### config.mk
export PLATFORM = sky130hd
export DESIGN_NAME = if_fetch_unit
export DESIGN_NICKNAME = d
export VERILOG_FILES = /design/src/rtl/pipeline_pkg.sv /design/src/rtl/if_fetch_unit.sv
export SDC_FILE = /design/constraint.sdc
export NUM_CORES = 1
export LEC_CHECK = 0
export ABC_AREA = 0
export CORE_MARGIN = 5
export CORE_UTILIZATION = 50
export CTS_CLUSTER_SIZE = 30
export DETAILED_ROUTE_END_ITERATION = 7
export PLACE_DENSITY = 0.87
export SETUP_SLACK_MARGIN = 0.1
export SLEW_MARGIN = 0
export SYNTH_ARGS = -nofsm -noshare
export SYNTH_HDL_FRONTEND = slang
export SYNTH_SLANG_ARGS = --single-unit
### constraint.sdc
create_clock -name clk -period 6.5 [get_ports clk]
set_input_delay 1.3 -clock clk [delete_from_list [all_inputs] [get_ports clk]]
set_output_delay 1.3 -clock clk [all_outputs]
set_load 0.005 [all_outputs]
### src/rtl/pipeline_pkg.sv
// Shared definitions for the instruction-fetch stage: fetch state codes,
// reset/NOP defaults, word size and a word-alignment helper.
package pipeline_pkg;

  // Fetch state encoding (2-bit)
  typedef logic [1:0] fetch_state_t;

  localparam logic [1:0] S_REQ   = 2'd0;  // request open, waiting for fresh data
  localparam logic [1:0] S_VALID = 2'd1;  // buffer holds the instruction for PCF
  localparam logic [1:0] S_DROP  = 2'd2;  // request open, response is stale

  localparam logic [31:0] NOP_INSTR_DEF = 32'h0000_0000;
  localparam logic [31:0] RESET_PC_DEF  = 32'h0000_0000;
  localparam logic [31:0] WORD_BYTES    = 32'd4;

  // Force a byte address onto a word boundary for the memory port
  function automatic logic [31:0] word_align(input logic [31:0] addr);
    return {addr[31:2], 2'b00};
  endfunction

endpackage

### src/rtl/if_fetch_unit.sv
// Instruction-fetch stage: owns the PC, runs a single-outstanding req/ack
// instruction-memory port, applies ID redirects, presents NOP bubbles while
// a fetch is pending and discards responses made stale by a redirect.
//
// Memory handshake: imem_req is held high from the cycle a request opens
// until (and including) the cycle imem_ack is seen; imem_addr is stable for
// the whole transaction. imem_ack is a one-cycle strobe with imem_rdata
// valid alongside it; an ack while imem_req is low is ignored. If imem_req
// stays high after an ack, a new transaction begins the next cycle
// (possibly to a new address).
module if_fetch_unit
  import pipeline_pkg::*;
#(
  parameter logic [31:0] RESET_PC  = RESET_PC_DEF,
  parameter logic [31:0] NOP_INSTR = NOP_INSTR_DEF
) (
  input  logic        clk,
  input  logic        rst_n,
  input  logic        StallF,
  input  logic        StallD,
  input  logic        PCSrcD,
  input  logic        JumpD,
  input  logic [31:0] PCBranchD,
  input  logic [31:0] PCJumpD,
  output logic        imem_req,
  output logic [31:0] imem_addr,
  input  logic        imem_ack,
  input  logic [31:0] imem_rdata,
  output logic [31:0] PCF,
  output logic [31:0] PCPlus4F,
  output logic [31:0] InstrF,
  output logic        InstrValidF,
  output logic [1:0]  fetch_state
);

  fetch_state_t state;
  logic [31:0]  pc;
  logic [31:0]  buffer;
  logic [31:0]  pend_pc;

  logic         redir;
  logic [31:0]  target;
  logic         ack;
  logic [31:0]  pc_seq;
  logic [31:0]  drop_pc;

  // Redirects from a stalled ID are not real yet; the branch wins over a jump
  assign redir   = (PCSrcD | JumpD) & ~StallD;
  assign target  = PCSrcD ? PCBranchD : PCJumpD;
  // Only an ack against an open request counts
  assign ack     = imem_ack & imem_req;
  assign pc_seq  = pc + WORD_BYTES;
  // A redirect in the same cycle as the stale ack is newer than the pending PC
  assign drop_pc = redir ? target : pend_pc;

  // Fetch FSM, PC register, next-PC selection and memory request registers
  always_ff @(posedge clk) begin
    if (!rst_n) begin
      state     <= S_REQ;
      pc        <= RESET_PC;
      imem_req  <= 1'b0;
      imem_addr <= word_align(RESET_PC);
      buffer    <= NOP_INSTR;
      pend_pc   <= RESET_PC;
    end else begin
      case (state)
        S_REQ: begin
          if (!imem_req) begin
            // First cycle after reset: open the request at the current PC
            if (redir) pc <= target;
            imem_req  <= 1'b1;
            imem_addr <= word_align(redir ? target : pc);
          end else if (ack) begin
            if (redir) begin
              // Data is for a wrong-path PC; chain straight into the target
              pc        <= target;
              imem_addr <= word_align(target);
            end else begin
              buffer   <= imem_rdata;
              imem_req <= 1'b0;
              state    <= S_VALID;
            end
          end else if (redir) begin
            // Cannot move the address mid-transaction; remember where to go
            pend_pc <= target;
            state   <= S_DROP;
          end
        end
        S_VALID: begin
          if (redir) begin
            pc        <= target;
            imem_req  <= 1'b1;
            imem_addr <= word_align(target);
            state     <= S_REQ;
          end else if (!StallF) begin
            pc        <= pc_seq;
            imem_req  <= 1'b1;
            imem_addr <= word_align(pc_seq);
            state     <= S_REQ;
          end
        end
        S_DROP: begin
          if (ack) begin
            pc        <= drop_pc;
            imem_addr <= word_align(drop_pc);
            state     <= S_REQ;
          end else if (redir) begin
            pend_pc <= target;
          end
        end
        default: begin
          state    <= S_REQ;
          imem_req <= 1'b0;
        end
      endcase
    end
  end

  // IF-side outputs: bubbles are NOPs, PC+4 wraps modulo 2^32
  always_comb begin
    PCF         = pc;
    PCPlus4F    = pc + WORD_BYTES;
    InstrValidF = (state == S_VALID);
    InstrF      = (state == S_VALID) ? buffer : NOP_INSTR;
    fetch_state = state;
  end

endmodule

==> metrics.md <==
| Metric | Value |
|---|---|
| Vias in the first global route | 7,898 |
| Nets | 1,290 |
| MaxCap Viol Count | 0 |
| PwrDens | 428 mW/mm² |
| Port-buffer cells | 232 |
| Antenna-violating nets left | 0 |
| DP HPWL | 18.9 mm |
| Vias/cell | 6.18 |
| Post-synth top flop | dfxtp_1 |
| Most common cell after layout, fill and taps aside | clkdlybuf4s50_1 |
| Number of core rows | 45 |
| Syn_area_per_cell | 7.44 µm² |
| Initial Util | 50.4% |
| Pleak | 3.76 nW |
| Total clock sinks | 129 |
| Hold buffers post-CTS | 0 |
| Asr flop ratio synth | 0% |
| Area of the core | 0.0150 mm² |
| Boundary Pins | 235 |
| H-tree levels | 4 |
| Clk root buf | clkbuf_16 |
| Clk buf depth | 2 |
| Reg clk slew, reported paths | 60 ps |
| Synthesized cell area | 0.00758 mm² |
| Leading cell types in the layout, fill and taps excluded | clkdlybuf4s50_1, dfxtp_1, nand2_1, nor2_1, a21oi_1 |
| Required time worst endpoint | 5200 ps |
| Die H | 133 µm |
| CP startpoint kind | register |
| Post-CTS setup buffer count | 0 |
| Cts repair resizes | 0 |
| RSZ-0062 raised after global routing | false |
| Cell count after synthesis | 1,018 |
| Least-Margin Pin Slew | 1310 ps |
| GRT Util Overall | 29.8% |
| Hold WC Path Type | register to register |
| Placed cell areas | 0.00984 mm² |
| FILL cells | 1,166 |
| WL final | 27.6 mm |
| Total CTS buffers | 17 |
| Rel. slew slack | 12.4% |
| Post-synth EDFFs | 0 |
| WS Path Type | register to output port |
| Die area | 0.0177 mm² |
| Gp weighted congestion | 0.938 |
| Chip width | 133 µm |
| DR vias | 8,553 |
| WL/cell | 20.0 µm |
| Congestion Overflow GR | 0 |
| Fin Clk Skew | 10.7 ps |
| Area delta synth->final | 38.4% |
| # DRC | 0 |
| Synth Warn # | 0 |
| Final instance area | 0.0105 mm² |
| Final hold violations | 0 |
| Worst-skew pair later-pin latency | 430 ps |
| CP Data Arrival Time | 3500 ps |
| Post-route setup TNS | 0 ps |
| Status | finished, final reports clean |
| Final setup viols | 0 |
| Initial DRC Count | 1,427 |
| CP Max Fanout | 11 |
| Final slew viol count | 0 |
| Share of layout cells above drive strength 1 | 6.19% |
| Worst VDD drop | 0.000303 V |
| Tcrit/Tclk final | 73.9% |
| Initial antenna violation count | 0 |
| Tmin final | 4800 ps |
| #FFs+latches synth | 129 |
| Largest net degree at the start of global routing | 64 |
| Unique masters post-synth | 63 |
| Worst Setup End Kind | output port |
| Ant diodes | 0 |
| First-pass GRT wire length | 42.7 mm |
| Drt pass-1 iters | 6 |
| Fmax | 208 MHz |
| Sequential-to-total area share from yosys stat | 34.1% |
| CTS tree | built |
[state kept, by name, indices dropped and copies added (netlist names)]
register	flops
PCF	32
buffer	32
fetch_state	2
imem_addr	30
imem_req	1
pend_pc	32
[metrics by stage]
stage	utilization, %	instances	setup slack [ps]	hold WS, ps	power, mW
floorplan	-	1019	3600	432	2.46
global placement	65.5	1351	2420	437	3.33
finish	69.8	1383	1700	449	4.49
CTS	69.8	1383	1800	450	4.43
detailed placement	65.5	1351	2330	442	3.38
global route	69.8	1383	1600	465	4.71
[final cells by class]
class	instances	area (µm²)	share of cell area, %
Clock buffer	21	470	4.49
Sequential cell	129	2580	24.6
Multi-Input combinational cell	764	4510	43.0
Tap cell	188	235	2.24
Clock inverter	11	176	1.68
Inverter	23	86.3	0.823
Timing Repair Buffer	247	2430	23.2
[synth_stat cells, drive strengths merged (4+ instances only)]
cell,n,area (µm²)
a211oi,43,323
o21a,4,30.0
nand3,26,130
xor2,9,78.8
and4,4,35.0
nor3,25,125
a22oi,11,82.6
o311ai,4,35.0
a31oi,29,181
o221a,6,67.6
dfxtp,129,2580
mux2i,35,350
nor4,4,37.5
and3,4,25.0
nand2b,4,25.0
a21oi,85,425
nand4,15,121
and2,45,282
a21o,5,37.5
ha,5,62.6
a311oi,6,52.6
o211ai,19,143
nor2,105,394
nand2,118,443
o21ai,82,410
buf,32,164
clkbuf,71,268
inv,21,78.8
xnor2,19,166
o22ai,11,68.8
[critical path: stages, from the launching register on]
cell             delay [ps]
dfxtp_1                 520
nand4_2                 260
nor4_2                 1000
nand4_1                 360
xnor2_1                 370
clkdlybuf4s50_1         560
[metal layers]
layer	track usage (%)	share of wire [%]
met5	0	0
met4	10.7	3.3
met3	9.21	13
met2	46.3	45
met1	39.2	39
[logic make-up (layout without fill, tap and decap cells)]
kind of cell,Yosys count,in the layout,share of synthesized area (%)
AO/OA/AOI/OAI,331,331,27.6
multiplexers,38,38,5.07
adder cells (fa/ha/maj),5,5,0.825
XOR/XNOR,28,28,3.24
buffers and inverters,126,302,6.84
flip-flops,129,129,34.1
other,1,2,0.0495
AND/OR/NAND/NOR,360,360,22.4
[worst paths after layout]
kind,cells past startpoint,endpoint,from,slack [ps]
setup reg to reg,10,PCF[20],fetch_state[1],2860
hold / removal,2,buffer[23],buffer[23],450
hold reg to reg,2,buffer[23],buffer[23],450
setup / recovery,5,PCPlus4F[31],PCF[9],1700
[power breakdown]
group	switching (mW)	total [mW]	leakage, nW	internal (mW)
combinational	1.18	2.12	2.40	0.938
sequential	0.295	1.32	1.06	1.03
clock	0.371	1.04	0.302	0.674
total	1.85	4.49	3.76	2.64
Power figures use the tool's default switching activity.
